**src/rtl/pattern_gen_32.sv**
```systemverilog
// Counter / PRBS31 test-stream source on a valid/ready interface with single-word error injection.
// Define PATGEN_STATS_EN to implement the words_sent / errs_injected counters (tied to 0 otherwise).
module pattern_gen_32 #(
  parameter int          TARGET_CHIP  = 2,
  parameter logic [31:0] DEFAULT_SEED = 32'h0000_0001,
  parameter logic [31:0] ERR_MASK     = 32'h0000_0001
) (
  input  logic        clk,
  input  logic        arst,
  input  logic        start,
  input  logic        stop,
  input  logic        mode,
  input  logic [31:0] seed,
  input  logic [15:0] burst_len,
  input  logic        inject_err,
  output logic [31:0] dout,
  output logic        dout_valid,
  input  logic        dout_ready,
  output logic        busy,
  output logic        done,
  output logic [31:0] words_sent,
  output logic [15:0] errs_injected
);

  typedef enum logic [1:0] {IDLE, LOAD, RUN} state_e;

  state_e      state_q, state_d;
  logic        mode_q, mode_d;
  logic [31:0] seed_q, seed_d;
  logic [15:0] blen_q, blen_d, cnt_q, cnt_d;
  logic [31:0] pat_q, pat_d, dout_q, dout_d;
  logic [30:0] lfsr_q, lfsr_d;
  logic        vld_q, vld_d, busy_q, busy_d, done_q, done_d;
  logic        stop_q, stop_d, inj_q, inj_d;
  logic        hs, last;
  logic [30:0] seed31;
  logic [62:0] step;

  // Advance the LFSR 32 bits; first generated bit lands in word[31]. Returns {word, new_state}.
  function automatic logic [62:0] prbs_word(input logic [30:0] s_in);
    logic [30:0] s;
    logic [31:0] w;
    logic        b;
    s = s_in;
    w = '0;
    for (int i = 31; i >= 0; i--) begin
      b    = s[30] ^ s[27];
      s    = {s[29:0], b};
      w[i] = b;
    end
    return {w, s};
  endfunction

  assign hs     = vld_q & dout_ready;
  assign last   = hs & (stop | stop_q | ((blen_q != 16'd0) && (cnt_q == blen_q - 16'd1)));
  assign seed31 = (seed_q[30:0] == 31'd0) ? DEFAULT_SEED[30:0] : seed_q[30:0];
  assign step   = prbs_word((state_q == LOAD) ? seed31 : lfsr_q);

  always_comb begin
    state_d = state_q;
    mode_d  = mode_q;
    seed_d  = seed_q;
    blen_d  = blen_q;
    cnt_d   = cnt_q;
    pat_d   = pat_q;
    lfsr_d  = lfsr_q;
    dout_d  = dout_q;
    vld_d   = vld_q;
    done_d  = 1'b0;
    stop_d  = stop_q;
    inj_d   = inj_q;
    case (state_q)
      IDLE: if (start) begin
        state_d = LOAD;
        mode_d  = mode;
        seed_d  = seed;
        blen_d  = burst_len;
        cnt_d   = '0;
        stop_d  = 1'b0;
        inj_d   = 1'b0;
      end
      LOAD: begin
        state_d = RUN;
        vld_d   = 1'b1;
        inj_d   = inj_q | inject_err;
        if (mode_q) begin
          pat_d  = step[62:31];
          lfsr_d = step[30:0];
        end else begin
          pat_d  = seed_q;
        end
        dout_d = pat_d ^ (inj_d ? ERR_MASK : 32'd0);
      end
      RUN: begin
        stop_d = stop_q | stop;
        inj_d  = inj_q | inject_err;
        if (hs) begin
          cnt_d = cnt_q + 16'd1;
          inj_d = inject_err;
          if (mode_q) begin
            pat_d  = step[62:31];
            lfsr_d = step[30:0];
          end else begin
            pat_d  = pat_q + 32'd1;
          end
        end
        // Corruption only touches the output word; the generator always runs clean.
        if (last) begin
          state_d = IDLE;
          vld_d   = 1'b0;
          done_d  = 1'b1;
          stop_d  = 1'b0;
          inj_d   = 1'b0;
        end else begin
          dout_d = pat_d ^ (inj_d ? ERR_MASK : 32'd0);
        end
      end
      default: state_d = IDLE;
    endcase
    busy_d = (state_d != IDLE);
  end

  always_ff @(posedge clk or posedge arst) begin
    if (arst) begin
      state_q <= IDLE;
      mode_q  <= 1'b0;
      seed_q  <= '0;
      blen_q  <= '0;
      cnt_q   <= '0;
      pat_q   <= '0;
      lfsr_q  <= '0;
      dout_q  <= '0;
      vld_q   <= 1'b0;
      busy_q  <= 1'b0;
      done_q  <= 1'b0;
      stop_q  <= 1'b0;
      inj_q   <= 1'b0;
    end else begin
      state_q <= state_d;
      mode_q  <= mode_d;
      seed_q  <= seed_d;
      blen_q  <= blen_d;
      cnt_q   <= cnt_d;
      pat_q   <= pat_d;
      lfsr_q  <= lfsr_d;
      dout_q  <= dout_d;
      vld_q   <= vld_d;
      busy_q  <= busy_d;
      done_q  <= done_d;
      stop_q  <= stop_d;
      inj_q   <= inj_d;
    end
  end

  assign dout       = dout_q;
  assign dout_valid = vld_q;
  assign busy       = busy_q;
  assign done       = done_q;

`ifdef PATGEN_STATS_EN
  logic [31:0] ws_q;
  logic [15:0] ei_q;

  always_ff @(posedge clk or posedge arst) begin
    if (arst) begin
      ws_q <= '0;
      ei_q <= '0;
    end else if (state_q == IDLE && start) begin
      ws_q <= '0;
      ei_q <= '0;
    end else if (hs) begin
      ws_q <= ws_q + 32'd1;
      if (inj_q && ei_q != 16'hFFFF) ei_q <= ei_q + 16'd1;
    end
  end

  assign words_sent    = ws_q;
  assign errs_injected = ei_q;
`else
  assign words_sent    = 32'd0;
  assign errs_injected = 16'd0;
`endif

endmodule

```
**config.mk**
```make
export PLATFORM = sky130hd
export DESIGN_NAME = pattern_gen_32
export DESIGN_NICKNAME = d
export VERILOG_FILES = /design/src/rtl/pattern_gen_32.sv
export SDC_FILE = /design/constraint.sdc
export NUM_CORES = 1
export LEC_CHECK = 0
export BUFFER_PORTS_ARGS = -buffer_cell sky130_fd_sc_hd__buf_2
export CAP_MARGIN = 20
export CORE_MARGIN = 2
export CORE_UTILIZATION = 45
export CTS_BUF_LIST = sky130_fd_sc_hd__clkbuf_4 sky130_fd_sc_hd__clkbuf_8 sky130_fd_sc_hd__clkbuf_16
export DETAILED_ROUTE_END_ITERATION = 10
export SYNTH_ARGS = -nofsm -noshare
export SYNTH_HDL_FRONTEND = slang
export SYNTH_SLANG_ARGS = --single-unit
```
**constraint.sdc**
```tcl
create_clock -name clk -period 6.9 [get_ports clk]
set_input_delay 1.38 -clock clk [delete_from_list [all_inputs] [get_ports clk]]
set_output_delay 1.38 -clock clk [all_outputs]
set_load 0.1 [all_outputs]
```
==> results of run 1 <==
-- routing by layer --
layer  track usage [%]  vias up  part of all wire [%]
li1                  -     3774                     -
met1              35.6     3769                    52
met2              29.6      251                    41
met3              3.87       16                   6.1
met4              4.50        0                  0.90
met5                 0        -                     0
-- area by class of cell --
cell class / instances / area [µm²] / area share (%)
Clock inverter: 13 / 218 / 1.92
Sequential cell: 167 / 4180 / 36.8
Multi-Input combinational cell: 791 / 5490 / 48.3
Tap cell: 285 / 357 / 3.14
Timing Repair Buffer: 103 / 551 / 4.84
Clock buffer: 19 / 453 / 3.99
Inverter: 29 / 114 / 1.00
-- kinds of logic (layout without fill, tap and decap cells) --
| family | count (synthesis) | in the layout | share of synthesized area (%) |
|---|---|---|---|
| compound gates | 227 | 227 | 14.3 |
| xor+xnor | 90 | 90 | 7.72 |
| buf+inv | 137 | 164 | 7.12 |
| other cells | 1 | 48 | 0.0367 |
| fa+ha+maj | 8 | 8 | 0.980 |
| mux | 152 | 152 | 16.3 |
| simple gates | 266 | 266 | 12.7 |
| flops | 167 | 167 | 40.9 |
-- registers in the layout, indices dropped and copies added (netlist names) --
signal	count
blen_q	16
busy	1
cnt_q	16
done	1
dout	32
dout_valid	1
inj_q	1
lfsr_q	31
mode_q	1
pat_q	32
seed_q	32
state_q	2
stop_q	1
-- cell usage after synthesis (4+ instances only) --
| cell type | instances | area [µm²] |
|---|---|---|
| o31a_1 | 4 | 35.0 |
| o221ai_1 | 13 | 114 |
| clkbuf_1 | 42 | 158 |
| xor2_1 | 46 | 403 |
| mux2i_1 | 36 | 360 |
| nor4_1 | 11 | 68.8 |
| nand2_1 | 89 | 334 |
| nor3_1 | 19 | 95.1 |
| o21ai_0 | 69 | 345 |
| o211ai_1 | 7 | 52.6 |
| or3_1 | 4 | 25.0 |
| and2_1 | 9 | 56.3 |
| nor2_1 | 74 | 278 |
| mux2_1 | 23 | 259 |
| nor2b_1 | 6 | 37.5 |
| inv_1 | 28 | 105 |
| and4_1 | 10 | 87.6 |
| buf_1 | 12 | 45.0 |
| a211oi_1 | 16 | 120 |
| mux2_2 | 93 | 1050 |
| buf_6 | 4 | 45.0 |
| a221oi_1 | 8 | 70.1 |
| nand3_1 | 11 | 55.1 |
| ha_1 | 8 | 100 |
| a22oi_1 | 9 | 67.6 |
| a21oi_1 | 59 | 295 |
| dfrtp_1 | 167 | 4180 |
| a31oi_1 | 10 | 62.6 |
| nand4_1 | 9 | 56.3 |
| buf_4 | 48 | 360 |
| and3_1 | 9 | 56.3 |
| xnor2_1 | 44 | 385 |
-- layout by cell type, fill, tap and decap left out, drive strengths merged, types with 4 or more instances in the layout --
master	n
dfrtp	167
mux2	116
buf	103
nand2	89
nor2	74
o21ai	69
a21oi	59
conb	48
xor2	46
xnor2	44
mux2i	36
inv	31
nor3	19
clkbuf	19
a211oi	16
o221ai	13
nor4	13
nand3	11
and4	10
a31oi	10
and2	10
a22oi	9
and3	9
nand4	9
a221oi	8
ha	8
o211ai	7
nor2b	6
bufinv	5
o31a	4
or3	4
o2111ai	4
or4	4
clkinv	4
-- worst max path at each step --
| stage | startpoint | end | depth (start not counted) |
|---|---|---|---|
| detailed placement | dout_ready | dout[31] | 8 |
| finish | dout_ready | dout[31] | 8 |
| global placement | dout_ready | dout[29] | 8 |
| CTS | dout_ready | dout[31] | 8 |
| floorplan | arst | blen_q[0] | 1 |
| global route | dout_ready | dout[29] | 8 |
-- per-stage QoR --
stage	setup WS, ns	cells	instance area, µm²
after CTS	3.02	1407	11400
after detailed placement	2.58	1375	10700
after global placement	2.66	1375	10700
after floorplan	1.00	1095	10400
after global routing	2.81	1407	11400
final	3.01	1407	11400
-- worst register-to-register path, stage by stage (launching register included) --
cell and delay, ns:
dfrtp_1 0.51, nor4_4 0.60, and2_1 0.23, nand4b_1 0.16, a2111oi_2 0.48, o2111ai_2 0.27, o31ai_4 0.26, buf_4 0.44
mux2_2 0.42
==> reports/summary.txt, run 1 <==
Drt wl/cell = 18.0 µm
DIE AREA = 23900 µm²
Maxcap violations = 0
# nets final = 1172
Crit-path leading delay family = compound AO/OA/AOI/OAI gates
DR pass1 iterations = 5
Critical Path AT = 4.20 ns
Row cnt = 55
Total gr overflow = 0
Post-route ant nets = 0
CTS Hold Bufs = 0
CTS tree = yes
Final Util = 50.7%
Worst reg2reg setup slack = 3.42 ns
Number of flops mapped to enable cells by yosys = 0
Gr usage total = 21.8%
Post-CTS Resized = 0
Skew final = 0.0161 ns
Mean area per synthesized cell = 9.75 µm²
Hold path depth = 1
Die H = 155 µm
GPL Wtd Cong = 0.846
Setup TNS = 0 ns
Worst Min Path Start = dout[2]
RSZ-0062 raised after global routing = no
Initial Util = 45.5%
Worst hold endpoint = dout[2]
Crit end category = flop
Final Slew Violations = 0
Mapped Area = 10200 µm²
Core area = 22400 µm²
Fmax = 0.257 GHz
Area grow syn2layout = 11.3%
Number of setup buffers added after CTS = 0
I/O pin total = 138
Post-synthesis sequential area ratio = 40.9%
Most used DFF post-synth = dfrtp_1
Clock Latency Late Sink = 0.44 ns
Critical path type = in -> reg
Vias = 7810
CTS clk-pin slew, worst paths = 0.06 ns
Largest net degree at the start of global routing = 62
H-tree Lvls = 4
Share of cells above drive strength 1 = 21.7%
Async set or reset register ratio after synthesis = 100%
Hpwl dp = 18200 µm
Post-synth cell types = 62
Drt total wl = 25300 µm
Slew @ Worst Pin = 0.917 ns
Outcome = completed
Initial antenna violation count = 0
Worst R2R End = dout[31]
Crit share post-route = 56.3%
Setup violators final = 0
Root Buffer = clkbuf_16
Crit path required time = 7.21 ns
Vias in the first global route = 7125
Global-route wire length before repair = 41100 µm
Max FO, Critical Path = 32
R2r startpoint = blen_q[2]
Cells after synthesis = 1048
Hold WS = 0.485 ns
WP buf/inv = 2
Reg2Reg Depth = 8
Headroom to the max-slew limit = 38.7%
Via density = 5.55
Critical path's largest stage delay = 0.69 ns
Die Width = 155 µm
DRC errors left = 0
Synth warn = 0
Synthesis-stage register bit count = 167
Initial DRC count = 763
CTS Buffer Depth = 2
Crit-path slowest cell = and2_1
Clk sink count = 167
Ant diodes = 0
Final Critical Period = 3.89 ns
Crit-path cells = buf_2, and2_1, o2111ai_1, a2111oi_2, o2111ai_2, o31ai_4, buf_4, mux2_2
Num CTS Buffers = 17
Fillers = 2097
HP Class = reg -> reg
IO buf count = 89
Startpoint Class = primary input
Final Hold Vio Count = 0
Power of run 1 is left out: the tool's default activity adds up to more than one toggle a clock period on the data nets, which glitch-free logic cannot reach.
==> run 2, diff against run 1 <==
--- a/config.mk
+++ b/config.mk
@@ -11,6 +11,7 @@
 export CORE_UTILIZATION = 45
 export CTS_BUF_LIST = sky130_fd_sc_hd__clkbuf_4 sky130_fd_sc_hd__clkbuf_8 sky130_fd_sc_hd__clkbuf_16
 export DETAILED_ROUTE_END_ITERATION = 10
+export PLACE_DENSITY = 0.67
 export SYNTH_ARGS = -nofsm -noshare
 export SYNTH_HDL_FRONTEND = slang
 export SYNTH_SLANG_ARGS = --single-unit
==> constraint.sdc (replaced) <==
create_clock -name clk -period 3.1 [get_ports clk]
set_input_delay 0.62 -clock clk [delete_from_list [all_inputs] [get_ports clk]]
set_output_delay 0.62 -clock clk [all_outputs]
set_load 0.1 [all_outputs]
==> reports/summary.txt, run 2 (same netlist as run 1, synthesis figures left out) <==
Outcome = completed
Critical path type = reg -> reg
IO buf count = 89 (unchanged)
Skew final = 0.0125 ns (-0.00361 ns)
Final Util = 51.7% (+1.0 points)
Crit end category = flop
CTS tree = yes
Final Critical Period = 2.99 ns
Global-route wire length before repair = 40900 µm (-0.38%)
GPL Wtd Cong = 0.887 (+4.8%)
Area grow syn2layout = 13.5%
Placed Cells = 1402 (+2.0%)
Max FO, Critical Path = 16 (-50%)
Startpoint Class = flop
Gr usage total = 21.6% (-0.22 points)
Commonest non-fill, non-tap cell in the layout = dfrtp_1
Final Hold Vio Count = 0 (unchanged)
H-tree Lvls = 4 (unchanged)
Total gr overflow = 0 (unchanged)
Worst R2R End = dout[4]
Crit share post-route = 96.4%
Worst Setup SP = blen_q[5]
DR pass1 iterations = 5 (unchanged)
DRC errors left = 0 (unchanged)
Row cnt = 55 (unchanged)
Fillers = 2051 (-2.2%)
Worst reg2reg setup slack = 0.11 ns (-3.31 ns)
Crit path required time = 3.41 ns (-3.80 ns)
Initial DRC count = 818 (+7.2%)
Headroom to the max-slew limit = 54.0% (+15 points)
Initial Util = 45.5% (unchanged)
Post-route ant nets = 0 (unchanged)
Reg2Reg Depth = 10 (+2)
DP Area = 11000 µm² (+2.5%)
DIE AREA = 23900 µm² (unchanged)
Final Slew Violations = 0 (unchanged)
Slew @ Worst Pin = 0.683 ns (-0.234 ns)
Root Buffer = clkbuf_16
Non-filler instance count after layout = 1440 (+2.3%)
CTS Buffer Depth = 2 (unchanged)
Maxcap violations = 0 (unchanged)
CTS clk-pin slew, worst paths = 0.07 ns (about the same)
Fmax = 0.335 GHz
Critical Path AT = 3.30 ns (-0.90 ns)
Hpwl dp = 18800 µm (+3.2%)
# nets final = 1204 (+2.7%)
Drt total wl = 25600 µm (+1.3%)
Die H = 155 µm (unchanged)
Drt wl/cell = 17.8 µm (-1.1%)
Most frequent cells in the layout = dfrtp_1 (166), mux2_2 (93), buf_2 (89), nand2_1 (88), nor2_1 (74)
Largest net degree at the start of global routing = 51 (-18%)
Die Width = 155 µm (unchanged)
Clock Latency Late Sink = 0.44 ns (about the same)
Via density = 5.64 (+1.6%)
Num CTS Buffers = 17 (unchanged)
HP Class = in -> async
Core area = 22400 µm² (unchanged)
Hold WS = 0.271 ns (-0.214 ns)
Vias = 8123 (+4.0%)
R2r startpoint = blen_q[5]
Initial antenna violation count = 1 (+1)
I/O pin total = 138 (unchanged)
Fin area = 11600 µm² (+2.0%)
Critical Path End = dout[4]
Share of cells above drive strength 1 = 23.9% (+2.2 points)
Setup violators final = 0 (unchanged)
Clk sink count = 167 (unchanged)
Vias in the first global route = 7384 (+3.6%)
==> run 2: cell count changes in the layout (fill, tap and decap cells not counted) <==
cell        change
buf_4          +25
buf_12          +6
bufinv_16       -5
clkinv_2        +2
clkinvlp_4      +2
a2111oi_2       -1
a2111oi_4       +1
clkbuf_16       +1
clkbuf_4        +1
diode_2         +1
==> run 2: routing by layer <==
layer  routed length [µm]  up-vias  GRT usage (%)
li1                     -     3842              -
met1                12900     3900           34.1
met2                10500      355           29.3
met3                 1890       26           4.26
met4                  417        0           6.53
met5                    0        -              0
==> run 2: through the flow <==
step                      TNS, ns  setup WS [ns]
after CTS                       0         0.0277
after global routing       -0.306        -0.0257
after floorplan                 0          0.161
after detailed placement        0         0.0482
final                           0          0.111
after global placement          0         0.0889
==> run 2: critical path: stages (launching register included) <==
cell and delay, ns:
dfrtp_1 0.44, nor4_4 0.48, buf_4 0.20, nand3_1 0.12, xor2_1 0.17, a211oi_1 0.26, o22ai_1 0.23, o31ai_4 0.30
buf_12 0.15, clkbuf_16 0.18, mux2_1 0.33
==> run 2: worst min-delay path by stage <==
stage	end	cells past startpoint	from	slack, ns
after CTS	pat_q[10]	2	arst	0.27
after global routing	pat_q[10]	2	arst	0.30
final	pat_q[10]	2	arst	0.27
after floorplan	lfsr_q[0]	2	lfsr_q[0]	0.45
after detailed placement	dout[2]	1	dout[2]	0.48
after global placement	lfsr_q[0]	2	lfsr_q[0]	0.47
==> run 2: area by class of cell <==
type	instances	area, µm²	area share (%)
Antenna cell	1	2.50	0.0216
Clock buffer	20	460	3.97
Clock inverter	12	93.8	0.809
Inverter	29	113	0.971
Multi-Input combinational cell	791	5510	47.5
Sequential cell	167	4180	36.1
Tap cell	285	357	3.08
Timing Repair Buffer	135	883	7.62
==> run 2: repair_timing <==
| action | in CTS | in global routing |
|---|---|---|
| hold endpoints to repair | 0 | 0 |
| resized for setup | 0 | 1 |
| hold buffers | 0 | 0 |
| setup endpoints to repair | 0 | 29 |
| buffers inserted | 0 | 4 |
Power of run 2 is left out for the same reason.
==> run 3, diff against run 2 <==
--- a/config.mk
+++ b/config.mk
@@ -5,6 +5,7 @@
 export SDC_FILE = /design/constraint.sdc
 export NUM_CORES = 1
 export LEC_CHECK = 0
+export ABC_AREA = 1
 export BUFFER_PORTS_ARGS = -buffer_cell sky130_fd_sc_hd__buf_2
 export CAP_MARGIN = 20
 export CORE_MARGIN = 2
==> reports/summary.txt, run 3 <==
Share of cells above drive strength 1 = 12.7% (-11 points)
Die Width = 155 µm (+0.40%)
RSZ-0062 raised after global routing = no
Clk sink count = 167 (unchanged)
Post-route ant nets = 0 (unchanged)
Drt total wl = 27400 µm (+6.8%)
Hpwl dp = 19600 µm (+4.0%)
Fin area = 11400 µm² (-2.0%)
Clock Latency Late Sink = 0.43 ns (about the same)
Largest net degree at the start of global routing = 94 (+84%)
Initial antenna violation count = 0 (-1)
Largest area contributor in the netlist = dfrtp_1
Row cnt = 55 (unchanged)
Reg2Reg Depth = 13 (+3)
Headroom to the max-slew limit = 44.1% (-9.9 points)
Vias = 9338 (+15%)
CTS Hold Bufs = 0 (unchanged)
Mean area per synthesized cell = 7.28 µm² (-25%)
HP Class = in -> async
CTS tree = yes
Core area = 22600 µm² (+0.61%)
Non-filler instance count after layout = 1770 (+23%)
Drt wl/cell = 15.5 µm (-13%)
Startpoint Class = flop
Fmax = 0.358 GHz (+7.1%)
Worst R2R End = dout[2]
Top cells by area, synth = dfrtp_1 (41%), nand2_1 (15%), o21ai_0 (8.3%), inv_1 (4.7%), nand3_1 (4.2%)
Most frequent cells in the layout = nand2_1 (410), o21ai_0 (170), dfrtp_1 (166), inv_1 (127), buf_2 (89)
Global-route wire length before repair = 45200 µm (+10%)
Initial Util = 45.6% (+0.094 points)
DIE AREA = 24100 µm² (+0.80%)
DP Area = 10800 µm² (-1.3%)
Vias in the first global route = 8819 (+19%)
Die H = 155 µm (+0.40%)
Synth cell count leaders = nand2_1 (410), o21ai_0 (170), dfrtp_1 (167)
Most common cell in the netlist = nand2_1
Setup violators final = 0 (unchanged)
Final Hold Vio Count = 0 (unchanged)
R2r startpoint = state_q[1]
Number of flops mapped to enable cells by yosys = 0 (unchanged)
Placed Cells = 1738 (+24%)
Crit end category = flop
Initial DRC count = 777 (-5.0%)
Max FO, Critical Path = 9 (-7)
Final Critical Period = 2.79 ns (-0.197 ns)
Gr usage total = 23.4% (+1.9 points)
Worst reg2reg setup slack = 0.31 ns (+0.20 ns)
Ant diodes = 0 (-1)
Area grow syn2layout = 10.4%
# nets final = 1535 (+27%)
I/O pin total = 138 (unchanged)
Critical Path AT = 3.16 ns (-0.14 ns)
Via density = 5.28 (-6.5%)
GPL Wtd Cong = 0.919 (+3.6%)
IO buf count = 89 (unchanged)
Synthesis-stage register bit count = 167 (unchanged)
Total gr overflow = 0 (unchanged)
Setup TNS = 0 ns (unchanged)
Num CTS Buffers = 17 (unchanged)
Skew final = 0.00884 ns (-0.00363 ns)
Crit share post-route = 90.1% (-6.4 points)
Final Slew Violations = 0 (unchanged)
Cells after synthesis = 1415 (+35%)
CTS Buffer Depth = 2 (unchanged)
CTS clk-pin slew, worst paths = 0.07 ns (about the same)
Post-CTS Resized = 0 (unchanged)
Number of setup buffers added after CTS = 0 (unchanged)
Maxcap violations = 0 (unchanged)
Crit path required time = 3.47 ns (+0.06 ns)
DR pass1 iterations = 5 (unchanged)
H-tree Lvls = 4 (unchanged)
Mapped Area = 10300 µm² (+0.82%)
Commonest non-fill, non-tap cell in the layout = nand2_1
Async set or reset register ratio after synthesis = 100% (unchanged)
Synth warn = 0 (unchanged)
DRC errors left = 0 (unchanged)
Root Buffer = clkbuf_16
Post-synth cell types = 42 (-32%)
Outcome = completed
Top-area cell type share of the netlist area = 40.6% (-0.33 points)
Most used DFF post-synth = dfrtp_1
Slew @ Worst Pin = 0.835 ns (+0.153 ns)
Post-synthesis sequential area ratio = 40.6% (-0.33 points)
Final Util = 50.4% (-1.3 points)
Critical path type = reg -> reg
## run 3: changes by cell type in the layout (fill, tap and decap cells not counted), moves of 10 or more
cell,before,now
nand4_1,9,21
inv_1,27,127
mux2_2,93,24
buf_4,39,12
a211oi_1,16,3
o21ai_0,68,170
nand3_1,11,86
nand2_1,88,410
and4_1,10,0
mux2_1,23,0
xnor2_1,44,11
mux2i_1,36,0
o221ai_1,13,0
## run 3: logic make-up (layout without fill, tap and decap cells)
family | Yosys count | after routing | synth area share (%)
flip-flops | 167 | 167 | 40.6
AND/OR/NAND/NOR | 652 | 652 | 26.9
buffers and inverters | 246 | 269 | 11.1
XOR/XNOR | 53 | 53 | 4.51
multiplexers | 24 | 24 | 2.62
adder cells (fa/ha/maj) | 8 | 8 | 0.972
AO/OA/AOI/OAI | 264 | 264 | 13.3
other | 1 | 48 | 0.0364
## run 3: worst max path at each step
stage / slack [ns] / from / cells past startpoint / to
detailed placement: 0.44 / state_q[1] / 13 / dout[2]
global placement: 0.48 / state_q[1] / 13 / dout[2]
floorplan: 0.35 / arst / 1 / blen_q[0]
global route: 0.04 / state_q[1] / 13 / pat_q[2]
CTS: 0.40 / state_q[1] / 13 / dout[2]
finish: 0.31 / state_q[1] / 13 / dout[2]
## run 3: metal layers
layer  track usage [%]  share of wire, %  vias up
met2              40.6                49      282
li1                  -                 -     4612
met1              30.4                43     4400
met5                 0                 0        -
met4              7.38               2.5        0
met3              3.31               5.0       44
## run 3: metrics by stage
stage	hold WS, ns	setup WS (ns)
floorplan	0.449	0.353
global placement	0.461	0.478
detailed placement	0.461	0.442
CTS	0.347	0.400
global route	0.372	0.0362
finish	0.326	0.308
## run 3: area by class of cell
class,instances,area [µm²]
timing repair buffer,105,616
sequential,167,4180
clock inverter,12,91.3
multi-input combinational,1049,5160
fill,2231,11200
clock buffer,20,467
tap,285,357
inverter,132,499
## run 3: worst max-delay path, stage by stage (launching register included)
cell,delay (ns)
dfrtp_1,0.44
inv_1,0.12
ha_1,0.38
inv_2,0.17
nand2_1,0.10
o21ai_0,0.11
xnor2_1,0.43
xor2_1,0.24
nand2_1,0.10
a21oi_1,0.14
a21oi_1,0.05
o21ai_0,0.24
nand3_1,0.12
nand2_1,0.09
Power of run 3 is left out for the same reason.
